===== src/rtl/sort_job_arbiter.sv =====
// Round-robin front end that shares one odd-even sort engine between NUM_REQ requesters.
// Optional macro SORT_TIMEOUT_EN bounds the RUN state and reports a timeout through rsp_err.
module sort_job_arbiter #(
    parameter int FIX_POINT_WIDTH = 16,
    parameter int DATA_NUM        = 8,
    parameter int NUM_REQ         = 2,
    parameter int ID_W            = 2,
    parameter int TIMEOUT_CYCLES  = 255
) (
    input  logic                                        clk,
    input  logic                                        rst,
    input  logic [NUM_REQ-1:0]                          req_valid,
    output logic [NUM_REQ-1:0]                          req_ready,
    input  logic [NUM_REQ*DATA_NUM*FIX_POINT_WIDTH-1:0] req_data,
    output logic                                        sort_en,
    output logic [DATA_NUM*FIX_POINT_WIDTH-1:0]         sort_in,
    input  logic [FIX_POINT_WIDTH-1:0]                  sort_max,
    input  logic                                        sort_finish,
    output logic                                        rsp_valid,
    input  logic                                        rsp_ready,
    output logic [FIX_POINT_WIDTH-1:0]                  rsp_max,
    output logic [ID_W-1:0]                             rsp_id,
    output logic                                        rsp_err,
    output logic                                        busy
);

    localparam int VEC_W = DATA_NUM * FIX_POINT_WIDTH;
    localparam int CNT_W = $clog2(TIMEOUT_CYCLES + 1);

    typedef enum logic [1:0] {IDLE, START, RUN, RESP} state_t;

    state_t             state;
    logic [ID_W-1:0]    rr_ptr;
    logic [ID_W-1:0]    grant_id;
    logic [ID_W-1:0]    pick_id;
    logic [CNT_W-1:0]   counter;
    logic [CNT_W-1:0]   cnt_next;
    logic               found;
    logic               accept;
    int                 cand;

`ifdef SORT_TIMEOUT_EN
    logic               err_q;
    assign rsp_err = err_q;
`else
    assign rsp_err = 1'b0;
`endif

    // Grant search starts one past the last winner; ready is also gated by reset
    // so nothing looks accepted while the block is held in reset.
    always_comb begin
        req_ready = '0;
        pick_id   = '0;
        found     = 1'b0;
        cand      = 0;
        if (state == IDLE && rst) begin
            for (int i = 0; i < NUM_REQ; i++) begin
                cand = int'(rr_ptr) + 1 + i;
                if (cand >= NUM_REQ) cand = cand - NUM_REQ;
                if (!found && ((req_valid >> cand) & NUM_REQ'(1)) != '0) begin
                    found     = 1'b1;
                    req_ready = NUM_REQ'(1) << cand;
                    pick_id   = ID_W'(cand);
                end
            end
        end
    end

    assign accept   = |(req_valid & req_ready);
    assign cnt_next = (counter == CNT_W'(TIMEOUT_CYCLES)) ? counter : counter + 1'b1;
    assign busy     = (state != IDLE);

    always_ff @(posedge clk or negedge rst) begin
        if (!rst) begin
            state     <= IDLE;
            rr_ptr    <= ID_W'(NUM_REQ - 1);
            grant_id  <= '0;
            sort_en   <= 1'b0;
            sort_in   <= '0;
            rsp_valid <= 1'b0;
            rsp_max   <= '0;
            rsp_id    <= '0;
            counter   <= '0;
`ifdef SORT_TIMEOUT_EN
            err_q     <= 1'b0;
`endif
        end else begin
            sort_en <= 1'b0;
            case (state)
                IDLE: begin
                    if (accept) begin
                        sort_in  <= req_data[int'(pick_id)*VEC_W +: VEC_W];
                        grant_id <= pick_id;
                        rr_ptr   <= pick_id;
                        sort_en  <= 1'b1;
                        state    <= START;
                    end
                end
                START: begin
                    counter <= '0;
                    state   <= RUN;
                end
                RUN: begin
                    counter <= cnt_next;
                    if (sort_finish) begin
                        rsp_max   <= sort_max;
                        rsp_id    <= grant_id;
                        rsp_valid <= 1'b1;
                        state     <= RESP;
`ifdef SORT_TIMEOUT_EN
                        err_q     <= 1'b0;
                    end else if (cnt_next == CNT_W'(TIMEOUT_CYCLES)) begin
                        // Sorter never answered: report an error result instead of hanging.
                        rsp_max   <= '0;
                        rsp_id    <= grant_id;
                        rsp_valid <= 1'b1;
                        err_q     <= 1'b1;
                        state     <= RESP;
`endif
                    end
                end
                RESP: begin
                    if (rsp_ready) begin
                        rsp_valid <= 1'b0;
                        state     <= IDLE;
                    end
                end
                default: state <= IDLE;
            endcase
        end
    end

endmodule

===== config.mk =====
export PLATFORM = sky130hd
export DESIGN_NAME = sort_job_arbiter
export DESIGN_NICKNAME = d
export VERILOG_FILES = /design/src/rtl/sort_job_arbiter.sv
export SDC_FILE = /design/constraint.sdc
export NUM_CORES = 1
export LEC_CHECK = 0
export ABC_AREA = 1
export BUFFER_PORTS_ARGS = -buffer_cell sky130_fd_sc_hd__buf_2
export CORE_AREA = 2 2 167 169
export DETAILED_ROUTE_END_ITERATION = 7
export DIE_AREA = 0 0 169 171
export MAX_ROUTING_LAYER = met4
export PLACE_DENSITY_LB_ADDON = 0.12
export SLEW_MARGIN = 20
export SYNTH_ARGS = -nofsm -noshare
export SYNTH_HDL_FRONTEND = slang
export SYNTH_SLANG_ARGS = --single-unit
export TNS_END_PERCENT = 50

===== constraint.sdc =====
create_clock -name clk -period 3.5 [get_ports clk]
set_input_delay 0.35 -clock clk [delete_from_list [all_inputs] [get_ports clk]]
set_output_delay 0.35 -clock clk [all_outputs]
set_load 0.01 [all_outputs]

==> impl_metrics.prom, run 1 <==
# TYPE chip_impl_metric gauge
chip_impl_metric{name="critical_path_required",unit="ps"} 3850
chip_impl_info{name="tritoncts",value="yes"} 1
chip_impl_metric{name="chipWidth",unit="um"} 169
chip_impl_metric{name="power_density",unit="nW/um2"} 356
chip_impl_metric{name="arrival",unit="ps"} 3450
chip_impl_metric{name="mappedNetlistArea",unit="um2"} 7940
chip_impl_info{name="combinational_family_with_the_most_area_after_synthesis",value="simple AND/OR/NAND/NOR gates"} 1
chip_impl_metric{name="synth_xor_xnor_area_share",unit="%"} 0.110
chip_impl_metric{name="port-buffer-count",unit=""} 428
chip_impl_metric{name="post_route_cells_drive_above_1_share",unit="%"} 33.6
chip_impl_metric{name="yosys_warn_count",unit=""} 0
chip_impl_metric{name="number_of_max_capacitance_violations_reported",unit=""} 0
chip_impl_metric{name="detail_route.wirelength",unit="um"} 26900
chip_impl_metric{name="htree_levels",unit=""} 4
chip_impl_metric{name="worst_slew_pin_slew",unit="ps"} 779
chip_impl_metric{name="gp_congestion",unit=""} 0.797
chip_impl_metric{name="num-nets-final",unit=""} 1775
chip_impl_metric{name="synth.top_cell.area_share",unit="%"} 47.9
chip_impl_metric{name="path_clk_slew",unit="ps"} 70
chip_impl_metric{name="ir_drop",unit="V"} 0.000237
chip_impl_metric{name="grt_use_met3",unit="%"} 5.18
chip_impl_metric{name="layout_worst_path_cycle_share",unit="%"} 88.5
chip_impl_metric{name="fp-row-count",unit=""} 61
chip_impl_info{name="ctsRootBufferMaster",value="clkbuf_16"} 1
chip_impl_metric{name="drt-initial-drc-count",unit=""} 420
chip_impl_metric{name="grt_start_max_net_pins",unit=""} 129
chip_impl_metric{name="grt_pass1_wl",unit="um"} 41100
chip_impl_metric{name="setup_viol_count_final",unit=""} 0
chip_impl_metric{name="grt_use_met2",unit="%"} 30.8
chip_impl_metric{name="placeableCoreArea",unit="um2"} 27300
chip_impl_metric{name="cts_resized",unit=""} 0
chip_impl_metric{name="ys_seq_area_share",unit="%"} 48.3
chip_impl_metric{name="grt_antenna_before_repair",unit=""} 4
chip_impl_metric{name="synth.area.mux_share",unit="%"} 2.27
chip_impl_metric{name="yosys.area_share.simple",unit="%"} 40.9
chip_impl_metric{name="die_area",unit="um2"} 28900
chip_impl_info{name="outcome",value="completed"} 1
chip_impl_metric{name="slew_headroom",unit="%"} 47.9
chip_impl_metric{name="cts_hold_buf",unit=""} 0
chip_impl_metric{name="detail_route.first_pass.iterations",unit=""} 4
chip_impl_info{name="busiest_layer",value="met2"} 1
chip_impl_metric{name="hpwl",unit="um"} 19100
chip_impl_metric{name="finish.instance_area",unit="um2"} 11000
chip_impl_metric{name="setup_tns",unit="ps"} 0
chip_impl_metric{name="floorplan.initialDensity",unit="%"} 29.0
chip_impl_metric{name="pin_count",unit=""} 430
chip_impl_metric{name="cts_made_buffers",unit=""} 17
chip_impl_metric{name="timing.hold.ws",unit="ps"} 107
chip_impl_metric{name="met1_use_gr",unit="%"} 22.7
chip_impl_metric{name="grt_usage",unit="%"} 18.6
chip_impl_metric{name="first_global_vias",unit=""} 7707
chip_impl_metric{name="mapped_cells",unit=""} 1097
chip_impl_metric{name="routed-via-count",unit=""} 8182
chip_impl_metric{name="timing.final.hold_violations",unit=""} 0
chip_impl_metric{name="drcViolationCount",unit=""} 0
chip_impl_metric{name="final_period_minus_worst_setup_slack",unit="ps"} 3100
chip_impl_metric{name="globalRouteOverflowTotal",unit=""} 0
chip_impl_info{name="timing.critical_path.from_type",value="flop"} 1
chip_impl_metric{name="ant_nets",unit=""} 0
chip_impl_metric{name="numClockSinks",unit=""} 153
chip_impl_info{name="crit_path_end_kind",value="flop"} 1
chip_impl_metric{name="postSynthNetCount",unit=""} 1385
chip_impl_info{name="synth_top_cell_by_area",value="dfrtp_1"} 1
chip_impl_info{name="top_post_synthesis_cells_by_area",value="dfrtp_1 (48%), nand2_1 (31%), nand3_1 (8.7%)"} 1
chip_impl_metric{name="post_cts.repair.setup_buffers",unit=""} 0
chip_impl_metric{name="crit_fanout",unit=""} 52
chip_impl_info{name="worstHoldPathType",value="in2async"} 1
chip_impl_metric{name="routed_via_density",unit=""} 4.42
chip_impl_metric{name="timing.fmax",unit="MHz"} 323
chip_impl_metric{name="synth.avg_cell_area",unit="um2"} 7.23
chip_impl_metric{name="slew_viol_final",unit=""} 0
chip_impl_info{name="rsz0062_at_grt",value="false"} 1
chip_impl_metric{name="post_synthesis_adder_cell_area_fraction",unit="%"} 1.58
chip_impl_metric{name="area.growth.synth_to_final",unit="%"} 38.4
chip_impl_metric{name="cts.path.max_buffers",unit=""} 2
chip_impl_info{name="criticalPathCategory",value="reg2reg"} 1
chip_impl_metric{name="placement.cell_area",unit="um2"} 10400
chip_impl_metric{name="synth.distinct_cells",unit=""} 23
chip_impl_metric{name="ys_ff_latch",unit=""} 153
chip_impl_metric{name="insertion_delay",unit="ps"} 420
chip_impl_metric{name="worst_clock_skew_on_the_final_layout",unit="ps"} 12.4
chip_impl_metric{name="die-height",unit="um"} 171
chip_impl_metric{name="synth_compound_gate_area_share",unit="%"} 0.646
chip_impl_metric{name="route.detailed.wl_per_inst",unit="um"} 14.6
chip_impl_metric{name="leakagePower",unit="nW"} 6.98
==> registers in the layout (all words and copies together) (netlist names) <==
name       flops
grant_id       1
rr_ptr         2
rsp_id         2
rsp_max       16
rsp_valid      1
sort_en        1
sort_in      128
state          2
==> Yosys cell counts <==
cell type,count
inv_1,16
dfstp_2,1
dfrtp_1,152
nand4_1,3
mux2_2,16
nand3_2,1
conb_1,1
nand2_2,1
inv_2,4
o22ai_1,1
nand2_1,662
buf_4,22
xnor2_1,1
nor2_1,5
o21ai_0,6
buf_2,46
nor2_2,2
or2_2,1
clkbuf_1,5
o21ai_1,2
ha_1,10
nand3_1,138
a21oi_1,1
==> worst max-delay path: stages (launching register included) <==
cell and delay, ps:
dfstp_2 610, inv_2 100, ha_1 330, inv_1 80, nand2_1 50, nand2_1 90, inv_2 50, ha_1 290
nand3_1 100, nor2_2 130, nand3_1 110, nand4_1 220, buf_12 290, buf_4 370, nand3_1 130, nand2_1 90
==> layout make-up <==
type	instances	area, um2
inverter	20	77.6
antenna	4	10.0
tap	346	433
sequential	153	3830
clock inverter	14	156
clock buffer	18	439
fill	2957	16300
timing repair buffer	444	2390
multi-input combinational	851	3650
==> kinds of logic after synthesis <==
kind of cell | Yosys count
fa+ha+maj | 10
compound gates | 10
flops | 153
buf+inv | 93
mux | 16
simple gates | 813
other cells | 1
xor+xnor | 1
==> power by group <==
part / switching, mW / leakage [nW] / internal (mW)
sequential: 0 / 2.12 / 1.77
combinational: 0.129 / 4.56 / 0.145
clock: 0.836 / 0.292 / 1.04
==> cell usage in the layout (no fill, tap or decap), types with 2 or more instances in the layout <==
master	Yosys	layout
nand3_4	0	2
buf_4	22	6
inv_6	0	4
buf_12	0	10
buf_2	46	427
ha_1	10	10
clkinv_4	0	2
clkbuf_16	0	17
inv_1	16	16
mux2_2	16	16
inv_2	4	3
nand4_1	3	3
nand3_1	138	136
diode_2	0	4
nor2_2	2	2
o21ai_1	2	2
dfrtp_1	152	152
nand2_1	662	662
o21ai_0	6	6
nor2_1	5	5
inv_8	0	4
==> metrics by stage <==
step	util (%)	cells	total power, mW	setup slack [ps]
4_1_cts	40.2	1846	3.98	380
3_5_place_dp	38.0	1814	2.08	397
5_1_grt	40.2	1850	4.09	114
6_report	40.2	1850	3.91	402
3_3_place_gp	38.0	1814	2.08	459
2_1_floorplan	-	1097	1.87	949
==> worst paths after layout <==
| check | end | slack, ps | cells after the start | startpoint |
|---|---|---|---|---|
| worst max-delay path | sort_in[50] | 400 | 15 | rr_ptr[0] |
| worst min-delay path | state[0] | 110 | 2 | rst |
| worst max register to register | sort_in[50] | 400 | 15 | rr_ptr[0] |
| worst min register to register | rsp_id[0] | 480 | 2 | rsp_id[0] |
| max in group asynchronous | sort_in[42] | 2240 | 3 | rst |
| min in group clk | rsp_max[4] | 160 | 2 | sort_max[4] |
==> metal layers <==
metal	share of wire (%)	routed length, um	vias to the layer above
met4	1.4	364	0
met5	0	0	-
met1	43	11600	3654
met2	48	12900	318
li1	-	-	4189
met3	7.5	2030	21
No activity file was read; power rests on OpenSTA's default activity.
==> run 2, diff against run 1 <==
--- a/config.mk
+++ b/config.mk
@@ -12,6 +12,8 @@
 export DIE_AREA = 0 0 169 171
 export MAX_ROUTING_LAYER = met4
 export PLACE_DENSITY_LB_ADDON = 0.12
+export REMOVE_ABC_BUFFERS = 1
+export SETUP_SLACK_MARGIN = 0.3
 export SLEW_MARGIN = 20
 export SYNTH_ARGS = -nofsm -noshare
 export SYNTH_HDL_FRONTEND = slang
==> impl_metrics.prom, run 2 (synthesis gave the netlist of run 1 again) <==
# TYPE chip_impl_metric gauge
chip_impl_info{name="outcome",value="completed"} 1
chip_impl_metric{name="die_area",unit="um2"} 28900
chip_impl_metric{name="routed_via_density",unit=""} 4.47
chip_impl_metric{name="detail_route.wirelength",unit="um"} 27200
chip_impl_metric{name="grt_start_max_net_pins",unit=""} 88
chip_impl_metric{name="globalRouteOverflowTotal",unit=""} 0
chip_impl_metric{name="leakagePower",unit="nW"} 7.02
chip_impl_metric{name="critical_path_required",unit="ps"} 3150
chip_impl_info{name="ctsRootBufferMaster",value="clkbuf_16"} 1
chip_impl_metric{name="layout_worst_path_cycle_share",unit="%"} 88.1
chip_impl_metric{name="pin_count",unit=""} 430
chip_impl_metric{name="final_core_util",unit="%"} 40.4
chip_impl_metric{name="gp_congestion",unit=""} 0.764
chip_impl_info{name="crit_path_end_kind",value="output port"} 1
chip_impl_metric{name="slew_viol_final",unit=""} 0
chip_impl_info{name="final_cell_mix",value="nand2_1 (662), buf_2 (427), dfrtp_1 (152)"} 1
chip_impl_metric{name="hpwl",unit="um"} 19100
chip_impl_metric{name="crit_fanout",unit=""} 9
chip_impl_metric{name="setup_viol_count_final",unit=""} 0
chip_impl_metric{name="power.sequential.fraction",unit="%"} 44.7
chip_impl_metric{name="netSwitchingFraction",unit="%"} 24.9
chip_impl_metric{name="timing.fmax",unit="MHz"} 324
chip_impl_info{name="final_common_cell",value="nand2_1"} 1
chip_impl_metric{name="placeableCoreArea",unit="um2"} 27300
chip_impl_metric{name="ir_drop",unit="V"} 0.000275
chip_impl_metric{name="fp-row-count",unit=""} 61
chip_impl_metric{name="share_comb_of_total_power",unit="%"} 6.9
chip_impl_metric{name="power_report.internal_total",unit="mW"} 2.97
chip_impl_metric{name="clock_power_share",unit="%"} 48.4
chip_impl_metric{name="floorplan.initialDensity",unit="%"} 29.0
chip_impl_metric{name="grt_pass1_wl",unit="um"} 41100
chip_impl_metric{name="slew_headroom",unit="%"} 42.6
chip_impl_info{name="timing.critical_path.from_type",value="flop"} 1
chip_impl_metric{name="area.growth.synth_to_final",unit="%"} 39.2
chip_impl_metric{name="drcViolationCount",unit=""} 0
chip_impl_metric{name="port-buffer-count",unit=""} 428
chip_impl_metric{name="post_route_cells_drive_above_1_share",unit="%"} 33.9
chip_impl_metric{name="grt_antenna_before_repair",unit=""} 1
chip_impl_metric{name="filler_cells",unit=""} 2957
chip_impl_metric{name="drt-initial-drc-count",unit=""} 404
chip_impl_metric{name="num-nets-final",unit=""} 1782
chip_impl_metric{name="worst_setup_slack_final",unit="ps"} 415
chip_impl_metric{name="ant_nets",unit=""} 0
chip_impl_metric{name="power_switching",unit="mW"} 0.985
chip_impl_metric{name="largest_register_ffs",unit=""} 128
chip_impl_metric{name="first_global_vias",unit=""} 7752
chip_impl_metric{name="arrival",unit="ps"} 2740
chip_impl_info{name="top_regs",value="sort_in x128, rsp_max x16"} 1
chip_impl_metric{name="final_cell_count_no_fill",unit=""} 1855
chip_impl_info{name="largest-register",value="sort_in"} 1
chip_impl_metric{name="worst_clock_skew_on_the_final_layout",unit="ps"} 14.5
chip_impl_info{name="rsz0062_at_grt",value="true"} 1
chip_impl_info{name="criticalPathCategory",value="reg2out"} 1
chip_impl_info{name="worstHoldPathType",value="in2reg"} 1
chip_impl_metric{name="numClockSinks",unit=""} 153
chip_impl_metric{name="insertion_delay",unit="ps"} 430
chip_impl_metric{name="post-place-cells",unit=""} 1811
chip_impl_metric{name="multi_input_comb_area",unit="um2"} 3650
chip_impl_metric{name="detail_route.first_pass.iterations",unit=""} 5
chip_impl_metric{name="power_density",unit="nW/um2"} 358
chip_impl_metric{name="route.detailed.wl_per_inst",unit="um"} 14.7
chip_impl_metric{name="cts.path.max_buffers",unit=""} 2
chip_impl_metric{name="die-height",unit="um"} 171
chip_impl_metric{name="htree_levels",unit=""} 4
chip_impl_metric{name="timing.final.hold_violations",unit=""} 0
chip_impl_metric{name="final-seq-area",unit="um2"} 3830
chip_impl_metric{name="routed-via-count",unit=""} 8294
chip_impl_info{name="tritoncts",value="yes"} 1
chip_impl_metric{name="worst_slew_pin_slew",unit="ps"} 861
chip_impl_metric{name="number_of_max_capacitance_violations_reported",unit=""} 0
chip_impl_metric{name="path_clk_slew",unit="ps"} 70
chip_impl_metric{name="cts_made_buffers",unit=""} 17
chip_impl_metric{name="detailedPlace.worstSlack",unit="ps"} 249
chip_impl_metric{name="final_period_minus_worst_setup_slack",unit="ps"} 3090
chip_impl_metric{name="grt_usage",unit="%"} 18.6
chip_impl_metric{name="chipWidth",unit="um"} 169
==> run 2: changes by cell type in the layout (fill, tap and decap cells not counted), sizes merged <==
cell / before / now
buf: 444 / 449
clkbuf: 18 / 20
clkinv: 4 / 1
clkinvlp: 1 / 0
diode: 4 / 2
dlygate4sd3: 0 / 1
inv: 28 / 31
==> run 2: path summary, 6_finish.rpt <==
| check | cells past startpoint | startpoint | slack (ps) | to |
|---|---|---|---|---|
| max in group asynchronous | 3 | rst | 1970 | sort_in[35] |
| setup / recovery | 12 | rr_ptr[0] | 410 | req_ready[1] |
| hold / removal | 2 | sort_max[13] | 160 | rsp_max[13] |
| min in group asynchronous | 2 | rst | 370 | sort_in[94] |
| hold reg to reg | 2 | rsp_id[1] | 480 | rsp_id[1] |
| setup reg to reg | 16 | rr_ptr[0] | 560 | sort_in[102] |
==> run 2: power by group through the flow <==
| stage | Sequential, mW | Clock (mW) | Combinational [mW] |
|---|---|---|---|
| detailed placement | 1.80 | 0 | 0.279 |
| floorplan | 1.80 | 0 | 0.0681 |
| global placement | 1.80 | 0 | 0.282 |
| finish | 1.77 | 1.91 | 0.274 |
| CTS | 1.77 | 1.98 | 0.282 |
| global route | 1.77 | 2.06 | 0.312 |
==> run 2: worst max-delay path: stages, from the launching register on <==
cell and delay [ps]:
dfstp_2 630, inv_2 100, ha_1 330, inv_1 80, nand2_1 50, nand2_1 100, inv_2 50, ha_1 290
nand4_1 120, o21ai_2 240, nand2_1 80, nor2_1 100, buf_2 150
==> run 2: repair_timing <==
item,in CTS,in global routing
endpoints found under the setup margin,82,132
gates resized for setup,1,2
pin swaps,2,1
endpoints found under the hold margin,23,0
hold buffers,1,0
setup buffers,4,4
cloned,0,1
==> run 2: metal layers <==
metal	track usage [%]	share of wire [%]	wire, um	up-vias
met5	-	0	0	-
met4	6.95	2.1	580	0
met3	4.14	6.1	1650	33
li1	-	-	-	4204
met2	30.3	48	13100	290
met1	22.8	44	11900	3767
==> run 2: metrics by stage <==
| stage | total power [mW] | TNS (ps) | cell area, um2 | hold slack [ps] |
|---|---|---|---|---|
| 6_report | 3.96 | 0 | 11000 | 158 |
| 2_1_floorplan | 1.87 | -506780 | 7520 | 54.4 |
| 5_1_grt | 4.14 | 0 | 11000 | 128 |
| 3_5_place_dp | 2.08 | 0 | 10300 | 243 |
| 4_1_cts | 4.03 | 0 | 11000 | 131 |
| 3_3_place_gp | 2.08 | 0 | 10300 | 243 |
==> run 2: area by class of cell <==
cell class | count | share of cell area (%)
antenna | 2 | 0.0453
clock buffer | 19 | 4.10
clock inverter | 13 | 1.34
inverter | 20 | 0.702
multi-input combinational | 851 | 33.0
sequential | 153 | 34.7
tap | 346 | 3.92
timing repair buffer | 451 | 22.2
